<file path="src/rtl/fpu_ss_wb_arbiter_if.sv">
// Writeback arbiter bundle: FPU and load completion streams in, FP regfile
// write port, fflags accumulate and cv-x-if result channel out.
interface fpu_ss_wb_arbiter_if #(
  parameter int X_ID_WIDTH  = 4,
  parameter int X_RFW_WIDTH = 32,
  parameter int FLEN        = 32
);
  typedef struct packed {
    logic [4:0]            addr;
    logic                  rd_is_fp;
    logic [X_ID_WIDTH-1:0] id;
    logic [1:0]            core_id;
  } fpu_tag_t;

  typedef struct packed {
    logic [X_ID_WIDTH-1:0] id;
    logic [4:0]            rd;
    logic                  we;
  } mem_metadata_t;

  typedef struct packed {
    logic [X_ID_WIDTH-1:0]  id;
    logic [X_RFW_WIDTH-1:0] data;
    logic [4:0]             rd;
    logic                   we;
    logic [2:0]             ecswe;
    logic [5:0]             ecsdata;
    logic                   exc;
    logic [5:0]             exccode;
  } x_result_t;

  logic          fpu_valid_i;
  logic          fpu_ready_o;
  logic [FLEN-1:0] fpu_result_i;
  fpu_tag_t      fpu_tag_i;
  logic [4:0]    fpu_status_i;
  logic          mem_valid_i;
  logic          mem_ready_o;
  logic [FLEN-1:0] mem_rdata_i;
  mem_metadata_t mem_meta_i;
  logic          mem_err_i;
  logic          fpr_we_o;
  logic [4:0]    fpr_waddr_o;
  logic [FLEN-1:0] fpr_wdata_o;
  logic          fflags_we_o;
  logic [4:0]    fflags_o;
  logic          x_result_valid_o;
  logic          x_result_ready_i;
  x_result_t     x_result_o;

  modport master (
    input  fpu_valid_i, fpu_result_i, fpu_tag_i, fpu_status_i,
    input  mem_valid_i, mem_rdata_i, mem_meta_i, mem_err_i, x_result_ready_i,
    output fpu_ready_o, mem_ready_o, fpr_we_o, fpr_waddr_o, fpr_wdata_o,
    output fflags_we_o, fflags_o, x_result_valid_o, x_result_o
  );

  modport slave (
    output fpu_valid_i, fpu_result_i, fpu_tag_i, fpu_status_i,
    output mem_valid_i, mem_rdata_i, mem_meta_i, mem_err_i, x_result_ready_i,
    input  fpu_ready_o, mem_ready_o, fpr_we_o, fpr_waddr_o, fpr_wdata_o,
    input  fflags_we_o, fflags_o, x_result_valid_o, x_result_o
  );
endinterface

</file>
<file path="src/rtl/fpu_ss_wb_arbiter.sv">
// Writeback arbiter: grants one of the FPU / load completions per cycle with
// alternating priority on ties, and registers the result toward FPR or x_result.
module fpu_ss_wb_arbiter #(
  parameter int         X_ID_WIDTH      = 4,
  parameter int         X_RFW_WIDTH     = 32,
  parameter int         FLEN            = 32,
  parameter logic [5:0] LOAD_FAULT_CODE = 6'd5
) (
  input logic clk_i,
  input logic rst_ni,
  fpu_ss_wb_arbiter_if.master bus
);
  typedef enum logic {PRIO_FPU = 1'b0, PRIO_MEM = 1'b1} prio_e;

  prio_e prio_r, prio_nxt_s;
  logic gnt_fpu_s, gnt_mem_s;
  logic fpu_to_fpr_s, mem_to_fpr_s, xres_avail_s, fpu_elig_s, mem_elig_s;
  logic fpr_we_nxt_s, xres_load_s;
  logic [4:0] fpr_waddr_nxt_s;
  logic [FLEN-1:0] fpr_wdata_nxt_s;
  logic [X_ID_WIDTH-1:0] xid_nxt_s;
  logic [X_RFW_WIDTH-1:0] xdata_nxt_s;
  logic [4:0] xrd_nxt_s;
  logic xwe_nxt_s, xexc_nxt_s;
  logic [5:0] xcode_nxt_s;

  logic fpr_we_r, fflags_we_r, xv_r, xwe_r, xexc_r;
  logic [4:0] fpr_waddr_r, fflags_r, xrd_r;
  logic [FLEN-1:0] fpr_wdata_r;
  logic [X_ID_WIDTH-1:0] xid_r;
  logic [X_RFW_WIDTH-1:0] xdata_r;
  logic [5:0] xcode_r;

  // The XRES slot frees up in the same cycle it hands off, so back-to-back works.
  assign xres_avail_s = !xv_r || bus.x_result_ready_i;
  assign fpu_to_fpr_s = bus.fpu_tag_i.rd_is_fp;
  assign mem_to_fpr_s = !bus.mem_err_i;
  assign fpu_elig_s   = bus.fpu_valid_i && (fpu_to_fpr_s || xres_avail_s);
  assign mem_elig_s   = bus.mem_valid_i && (mem_to_fpr_s || xres_avail_s);
  assign bus.fpu_ready_o = gnt_fpu_s;
  assign bus.mem_ready_o = gnt_mem_s;

  // Priority state register.
  always_ff @(posedge clk_i or negedge rst_ni) begin
    if (!rst_ni) begin
      prio_r <= PRIO_FPU;
    end else begin
      prio_r <= prio_nxt_s;
    end
  end

  // Grant and priority update; priority only moves when both sources competed.
  always_comb begin
    gnt_fpu_s  = 1'b0;
    gnt_mem_s  = 1'b0;
    prio_nxt_s = prio_r;
    if (fpu_elig_s && mem_elig_s) begin
      case (prio_r)
        PRIO_FPU: begin gnt_fpu_s = 1'b1; prio_nxt_s = PRIO_MEM; end
        PRIO_MEM: begin gnt_mem_s = 1'b1; prio_nxt_s = PRIO_FPU; end
        default:  begin gnt_fpu_s = 1'b1; prio_nxt_s = PRIO_MEM; end
      endcase
    end else if (fpu_elig_s) begin
      gnt_fpu_s = 1'b1;
    end else if (mem_elig_s) begin
      gnt_mem_s = 1'b1;
    end else begin
      prio_nxt_s = prio_r;
    end
  end

  // Payload steering for the granted completion.
  always_comb begin
    fpr_we_nxt_s    = 1'b0;
    fpr_waddr_nxt_s = 5'd0;
    fpr_wdata_nxt_s = '0;
    xres_load_s     = 1'b0;
    xid_nxt_s       = '0;
    xdata_nxt_s     = '0;
    xrd_nxt_s       = 5'd0;
    xwe_nxt_s       = 1'b0;
    xexc_nxt_s      = 1'b0;
    xcode_nxt_s     = 6'd0;
    if (gnt_fpu_s) begin
      if (fpu_to_fpr_s) begin
        fpr_we_nxt_s    = 1'b1;
        fpr_waddr_nxt_s = bus.fpu_tag_i.addr;
        fpr_wdata_nxt_s = bus.fpu_result_i;
      end else begin
        xres_load_s = 1'b1;
        xid_nxt_s   = bus.fpu_tag_i.id;
        xdata_nxt_s = X_RFW_WIDTH'(bus.fpu_result_i);
        xrd_nxt_s   = bus.fpu_tag_i.addr;
        xwe_nxt_s   = 1'b1;
      end
    end else if (gnt_mem_s) begin
      if (mem_to_fpr_s) begin
        fpr_we_nxt_s    = bus.mem_meta_i.we;
        fpr_waddr_nxt_s = bus.mem_meta_i.rd;
        fpr_wdata_nxt_s = bus.mem_rdata_i;
      end else begin
        xres_load_s = 1'b1;
        xid_nxt_s   = bus.mem_meta_i.id;
        xrd_nxt_s   = bus.mem_meta_i.rd;
        xexc_nxt_s  = 1'b1;
        xcode_nxt_s = LOAD_FAULT_CODE;
      end
    end else begin
      xres_load_s = 1'b0;
    end
  end

  // Output registers: FPR pulse, fflags pulse and the XRES holding slot.
  always_ff @(posedge clk_i or negedge rst_ni) begin
    if (!rst_ni) begin
      fpr_we_r    <= 1'b0;
      fpr_waddr_r <= 5'd0;
      fpr_wdata_r <= '0;
      fflags_we_r <= 1'b0;
      fflags_r    <= 5'd0;
      xv_r        <= 1'b0;
      xid_r       <= '0;
      xdata_r     <= '0;
      xrd_r       <= 5'd0;
      xwe_r       <= 1'b0;
      xexc_r      <= 1'b0;
      xcode_r     <= 6'd0;
    end else begin
      fpr_we_r    <= fpr_we_nxt_s;
      fflags_we_r <= gnt_fpu_s;
      if (fpr_we_nxt_s) begin
        fpr_waddr_r <= fpr_waddr_nxt_s;
        fpr_wdata_r <= fpr_wdata_nxt_s;
      end
      if (gnt_fpu_s) begin
        fflags_r <= bus.fpu_status_i;
      end
      if (xres_load_s || bus.x_result_ready_i) begin
        xv_r    <= xres_load_s;
        xid_r   <= xid_nxt_s;
        xdata_r <= xdata_nxt_s;
        xrd_r   <= xrd_nxt_s;
        xwe_r   <= xwe_nxt_s;
        xexc_r  <= xexc_nxt_s;
        xcode_r <= xcode_nxt_s;
      end
    end
  end

  // Drive the registered state onto the bundle.
  always_comb begin
    bus.fpr_we_o         = fpr_we_r;
    bus.fpr_waddr_o      = fpr_waddr_r;
    bus.fpr_wdata_o      = fpr_wdata_r;
    bus.fflags_we_o      = fflags_we_r;
    bus.fflags_o         = fflags_r;
    bus.x_result_valid_o = xv_r;
    bus.x_result_o         = '0;
    bus.x_result_o.id      = xid_r;
    bus.x_result_o.data    = xdata_r;
    bus.x_result_o.rd      = xrd_r;
    bus.x_result_o.we      = xwe_r;
    bus.x_result_o.exc     = xexc_r;
    bus.x_result_o.exccode = xcode_r;
  end
endmodule

</file>
<file path="src/flat_wrapper.sv">
// flat-port wrapper written by rule: the top's interface ports become plain ports
module fpu_ss_wb_arbiter_flat 
#(
  parameter int         X_ID_WIDTH      = 4,
  parameter int         X_RFW_WIDTH     = 32,
  parameter int         FLEN            = 32,
  parameter logic [5:0] LOAD_FAULT_CODE = 6'd5
)
  (clk_i, rst_ni, bus_fpu_valid_i, bus_fpu_result_i, bus_fpu_tag_i, bus_fpu_status_i, bus_mem_valid_i, bus_mem_rdata_i, bus_mem_meta_i, bus_mem_err_i, bus_x_result_ready_i, bus_fpu_ready_o, bus_mem_ready_o, bus_fpr_we_o, bus_fpr_waddr_o, bus_fpr_wdata_o, bus_fflags_we_o, bus_fflags_o, bus_x_result_valid_o, bus_x_result_o);
  fpu_ss_wb_arbiter_if #(.X_ID_WIDTH(X_ID_WIDTH), .X_RFW_WIDTH(X_RFW_WIDTH), .FLEN(FLEN)) bus_i ();
  input logic clk_i;
  input logic rst_ni;
  input wire logic [$bits(bus_i.fpu_valid_i)-1:0] bus_fpu_valid_i;
  input wire logic [$bits(bus_i.fpu_result_i)-1:0] bus_fpu_result_i;
  input wire logic [$bits(bus_i.fpu_tag_i)-1:0] bus_fpu_tag_i;
  input wire logic [$bits(bus_i.fpu_status_i)-1:0] bus_fpu_status_i;
  input wire logic [$bits(bus_i.mem_valid_i)-1:0] bus_mem_valid_i;
  input wire logic [$bits(bus_i.mem_rdata_i)-1:0] bus_mem_rdata_i;
  input wire logic [$bits(bus_i.mem_meta_i)-1:0] bus_mem_meta_i;
  input wire logic [$bits(bus_i.mem_err_i)-1:0] bus_mem_err_i;
  input wire logic [$bits(bus_i.x_result_ready_i)-1:0] bus_x_result_ready_i;
  output wire logic [$bits(bus_i.fpu_ready_o)-1:0] bus_fpu_ready_o;
  output wire logic [$bits(bus_i.mem_ready_o)-1:0] bus_mem_ready_o;
  output wire logic [$bits(bus_i.fpr_we_o)-1:0] bus_fpr_we_o;
  output wire logic [$bits(bus_i.fpr_waddr_o)-1:0] bus_fpr_waddr_o;
  output wire logic [$bits(bus_i.fpr_wdata_o)-1:0] bus_fpr_wdata_o;
  output wire logic [$bits(bus_i.fflags_we_o)-1:0] bus_fflags_we_o;
  output wire logic [$bits(bus_i.fflags_o)-1:0] bus_fflags_o;
  output wire logic [$bits(bus_i.x_result_valid_o)-1:0] bus_x_result_valid_o;
  output wire logic [$bits(bus_i.x_result_o)-1:0] bus_x_result_o;
  assign bus_i.fpu_valid_i = bus_fpu_valid_i;
  assign bus_i.fpu_result_i = bus_fpu_result_i;
  assign bus_i.fpu_tag_i = bus_fpu_tag_i;
  assign bus_i.fpu_status_i = bus_fpu_status_i;
  assign bus_i.mem_valid_i = bus_mem_valid_i;
  assign bus_i.mem_rdata_i = bus_mem_rdata_i;
  assign bus_i.mem_meta_i = bus_mem_meta_i;
  assign bus_i.mem_err_i = bus_mem_err_i;
  assign bus_i.x_result_ready_i = bus_x_result_ready_i;
  assign bus_fpu_ready_o = bus_i.fpu_ready_o;
  assign bus_mem_ready_o = bus_i.mem_ready_o;
  assign bus_fpr_we_o = bus_i.fpr_we_o;
  assign bus_fpr_waddr_o = bus_i.fpr_waddr_o;
  assign bus_fpr_wdata_o = bus_i.fpr_wdata_o;
  assign bus_fflags_we_o = bus_i.fflags_we_o;
  assign bus_fflags_o = bus_i.fflags_o;
  assign bus_x_result_valid_o = bus_i.x_result_valid_o;
  assign bus_x_result_o = bus_i.x_result_o;
  fpu_ss_wb_arbiter #(.X_ID_WIDTH(X_ID_WIDTH), .X_RFW_WIDTH(X_RFW_WIDTH), .FLEN(FLEN), .LOAD_FAULT_CODE(LOAD_FAULT_CODE)) u_core (.clk_i(clk_i), .rst_ni(rst_ni), .bus(bus_i));
endmodule
</file>
<file path="config.mk">
export PLATFORM = sky130hd
export DESIGN_NAME = fpu_ss_wb_arbiter_flat
export DESIGN_NICKNAME = d
export VERILOG_FILES = /design/src/rtl/fpu_ss_wb_arbiter_if.sv /design/src/rtl/fpu_ss_wb_arbiter.sv /design/src/flat_wrapper.sv
export SDC_FILE = /design/constraint.sdc
export NUM_CORES = 1
export LEC_CHECK = 0
export CORE_MARGIN = 4
export CORE_UTILIZATION = 40
export CTS_BUF_LIST = sky130_fd_sc_hd__clkbuf_8
export DETAILED_ROUTE_END_ITERATION = 6
export GPL_TIMING_DRIVEN = 0
export PLACE_DENSITY = 0.82
export RECOVER_POWER = 50
export SLEW_MARGIN = 40
export SYNTH_ARGS = -nofsm -noshare
export SYNTH_HDL_FRONTEND = slang
export SYNTH_SLANG_ARGS = --single-unit
</file>
<file path="constraint.sdc">
create_clock -name clk_i -period 1.9 [get_ports clk_i]
set_input_delay 0.38 -clock clk_i [delete_from_list [all_inputs] [get_ports clk_i]]
set_output_delay 0.38 -clock clk_i [all_outputs]
set_load 0.005 [all_outputs]
</file>
==> flow_summary_export.csv <==
group,metric,value,unit
placement,dp_cells,597,
route,num_vias,3383,
critical_path,crit_path_end_kind,"flip-flop",
grt,grt.total_usage,22.4,%
placement,place.detailed.hpwl,8900,um
clock_network,htreeDepth,3,
synth,synth.cell_area,3760,sq um
synth,synth_top_area_share,59.3,%
pwr,irDropWorstVdd,0.461,mV
synth,synth_cell_types,27,
critical_path,cp.required,2110,ps
synth,synth_compound_area_share,23.2,%
critical_path,worstRegToRegCells,8,
clock_network,clk_pin_slew,90,ps
cells_and_area,instances_no_fill,631,
cells_and_area,drive_above_1_share,17.7,%
timing,fin_crit,1960,ps
clock_network,insertion_delay,330,ps
cells_and_area,fillerInstances,701,
floorplan,design.die.area,11000,sq um
timing,finClkSkew,9.26,ps
pwr,powerDensity,962,nW/um^2
route,vias_per_cell,5.36,
synth,muxShareOfSynthArea,1.50,%
route,drc,0,
timing,rsz0062_at_grt,"yes",
floorplan,core,9200,sq um
timing,tightest_slew,1180,ps
timing,finalSetupViolations,25,
grt,grt_first_pass_wirelength,19600,um
worst_hold_path,hold_depth,1,
synth,ys_seq_area_share,59.3,%
grt,antenna_found_initial,0,
pwr,leakage,2.99,nW
clock_network,cts_buffers,9,
grt,grt_max_degree,48,
timing,drv_slew,0,
synth,syn_avg_cell_area,13.0,sq um
synth,post_synth_xor_area_fraction,0.233,%
clock_network,clockRootBuffer,"clkbuf_8",
critical_path,setup.worst_path.start_class,"input pin",
timing,fmax,510,MHz
placement,gp_congestion,0.868,
floorplan,die_h,105,um
route,firstDrtPassIters,4,
worst_hold_path,min_to,"u_core.xid_r[3]$_DFFE_PN0P_",
clock_network,cts_tree,"built",
clock_network,clock_path_buffers,2,
synth,synth_warnings,0,
synth,synth-edff-count,0,
synth,netlist_top_cells_area,"dfrtp_1 59%, a221o_1 9.9%, a22o_1 9.6%",
outcome,violations,"negative setup slack",
synth,synth_top_family_by_area,"compound AO/OA/AOI/OAI gates",
route,drt_wl_total,12400,um
placement,io_buffers,185,
synth,synth_ff_type,"dfrtp_1",
floorplan,die_w,105,um
floorplan,ios,202,
route,ant_nets,0,
synth,synth_adder_area_share,0,%
timing,setup_ws,-61.8,ps
worst_hold_path,holdCritPathClass,"reg2reg",
grt,gr-total-overflow,0,
synth,synth_area_leader_cell,"dfrtp_1",
route,first_iter_violations,144,
synth,async_reset_ff_share,100,%
cells_and_area,area_delta_synth_final,67.7,%
synth,ys_ff_latch,89,
grt,grt_pass1_vias,3669,
clock_network,cts.sinks,89,
outcome,outcome,"finished, violations left",
timing,tns,-862,ps
critical_path,regToRegSetupSlack,-50,ps
critical_path,critPathKind,"in2reg",
synth,syn_inst,288,
worst_hold_path,worstHoldStart,"u_core.xid_r[3]$_DFFE_PN0P_",
critical_path,crit_arrival,2180,ps
flow_run,maxCapViolations,0,
critical_path,timing.rr.end,"u_core.bus.fpr_wdata_o[23]$_DFFE_PN0P_",
cells_and_area,antenna_cells,0,
cells_and_area,nets,612,
synth,yosys.area_share.simple,8.26,%
timing,finalHoldViolCount,0,
route,wl_per_cell,19.7,um
floorplan,placementRows,35,
timing,slew_headroom,21.0,%
critical_path,critical_path.max_fanout,8,
timing,fin_crit_sh,103,%
critical_path,r2r_start,"u_core.bus.x_result_valid_o$_DFFE_PN0P_",
floorplan,start_util,40.8,%
## worst max-delay path, cell delays in order
cell and delay, ps:
clkdlybuf4s15_1 260, or3b_4 440, buf_6 140, buf_6 110, a21oi_4 130, a21oi_2 90
buf_6 170, buf_8 130, a221o_1 320
## cells in the mapped netlist, drive strengths merged (2+ instances only)
| cell type | n |
|---|---|
| nand3 | 3 |
| nor2b | 2 |
| clkbuf | 11 |
| buf | 32 |
| a22o | 41 |
| nor3 | 2 |
| a21oi | 3 |
| a221o | 37 |
| mux2 | 5 |
| a21o | 11 |
| dfrtp | 89 |
| nand2 | 2 |
| and3 | 37 |
| inv | 4 |
## power by group
part / switching [mW] / leakage [nW] / internal (mW) / total [mW]
Sequential: 0.289 / 1.14 / 2.31 / 2.60
Combinational: 0.754 / 1.76 / 1.43 / 2.18
Clock: 0.672 / 0.0970 / 0.609 / 1.28
## per-stage QoR
| stage | hold WS [ps] | setup slack (ps) | util, % | power, mW | instance area (sq um) |
|---|---|---|---|---|---|
| finish | 495 | -61.8 | 68.5 | 6.06 | 6300 |
| global route | 488 | -108 | 68.5 | 6.38 | 6300 |
| CTS | 479 | -38.5 | 67.2 | 6.04 | 6180 |
| detailed placement | 336 | -668 | 63.2 | 4.64 | 5810 |
| global placement | 461 | -2650 | 63.0 | 4.57 | 5790 |
| floorplan | 84.4 | 183 | - | 3.29 | 3800 |
## worst max-delay path by stage
stage                                                        end                                    start  depth (start not counted)  slack [ps]
after floorplan           u_core.bus.fpr_wdata_o[10]$_DFFE_PN0P_                         bus_fpu_tag_i[6]                          6         180
after detailed placement                         bus_fpu_ready_o                         bus_fpu_tag_i[6]                          5        -670
final                     u_core.bus.fpr_wdata_o[23]$_DFFE_PN0P_                     bus_x_result_ready_i                          9         -60
after global placement            u_core.xdata_r[11]$_DFFE_PN0P_                                   rst_ni                          1       -2650
after CTS                 u_core.bus.fpr_wdata_o[23]$_DFFE_PN0P_  u_core.bus.x_result_valid_o$_DFFE_PN0P_                          8         -40
after global routing      u_core.bus.fpr_wdata_o[23]$_DFFE_PN0P_  u_core.bus.x_result_valid_o$_DFFE_PN0P_                          8        -110
## cell families (layout without fill, tap and decap cells)
| logic type | after synthesis | in the layout |
|---|---|---|
| multiplexers | 5 | 5 |
| XOR/XNOR | 1 | 1 |
| AO/OA/AOI/OAI | 95 | 95 |
| buffers and inverters | 47 | 267 |
| flip-flops | 89 | 89 |
| AND/OR/NAND/NOR | 50 | 50 |
| other | 1 | 13 |
## flip-flops by register name, summed over array words and instances (netlist names)
name / flops
u_core.xwe_r: 1
u_core.xid_r: 4
u_core.bus.fpr_we_o: 1
u_core.xrd_r: 5
u_core.bus.fflags_o: 5
u_core.prio_r: 1
u_core.xdata_r: 32
u_core.bus.fpr_waddr_o: 5
u_core.bus.fflags_we_o: 1
u_core.bus.fpr_wdata_o: 32
u_core.bus.x_result_valid_o: 1
u_core.xcode_r: 1
## layout by cell type (no fill, tap or decap), drive strengths merged, types with 2 or more instances in the layout
| master | n |
|---|---|
| a21o | 11 |
| a21oi | 3 |
| a221o | 37 |
| a22o | 41 |
| and3 | 37 |
| buf | 47 |
| clkbuf | 26 |
| clkdlybuf4s50 | 178 |
| clkinv | 2 |
| clkinvlp | 2 |
| conb | 13 |
| dfrtp | 89 |
| dlygate4sd2 | 3 |
| inv | 6 |
| mux2 | 5 |
| nand2 | 2 |
| nand3 | 3 |
| nor2b | 2 |
| nor3 | 2 |
## final cells by class
class	count	area, sq um	area share (%)
plain buffers	43	308	4.89
repair buffers	204	2040	32.3
flip-flops and latches	89	2230	35.4
multi-input cells	164	1380	21.9
well taps	111	139	2.21
clock buffers	9	124	1.97
inverters	4	15.0	0.238
clock inverters	7	71.3	1.13
## metal layers
| layer | track usage (%) | up-vias | wire (um) |
|---|---|---|---|
| met5 | 0 | - | 0 |
| li1 | - | 1542 | - |
| met1 | 27.7 | 1663 | 5110 |
| met4 | 8.72 | 0 | 348 |
| met2 | 37.6 | 152 | 6190 |
| met3 | 5.50 | 26 | 762 |
## what timing repair did
item | in CTS | in global routing
endpoints found under the hold margin | 46 | 0
endpoints found under the setup margin | 80 | 77
gates cloned | 0 | 1
hold buffers | 1 | 0
gates resized for setup | 33 | 25
buffers inserted | 12 | 4
pin swaps | 5 | 9
Note: power is estimated with default switching activity, not from simulation.
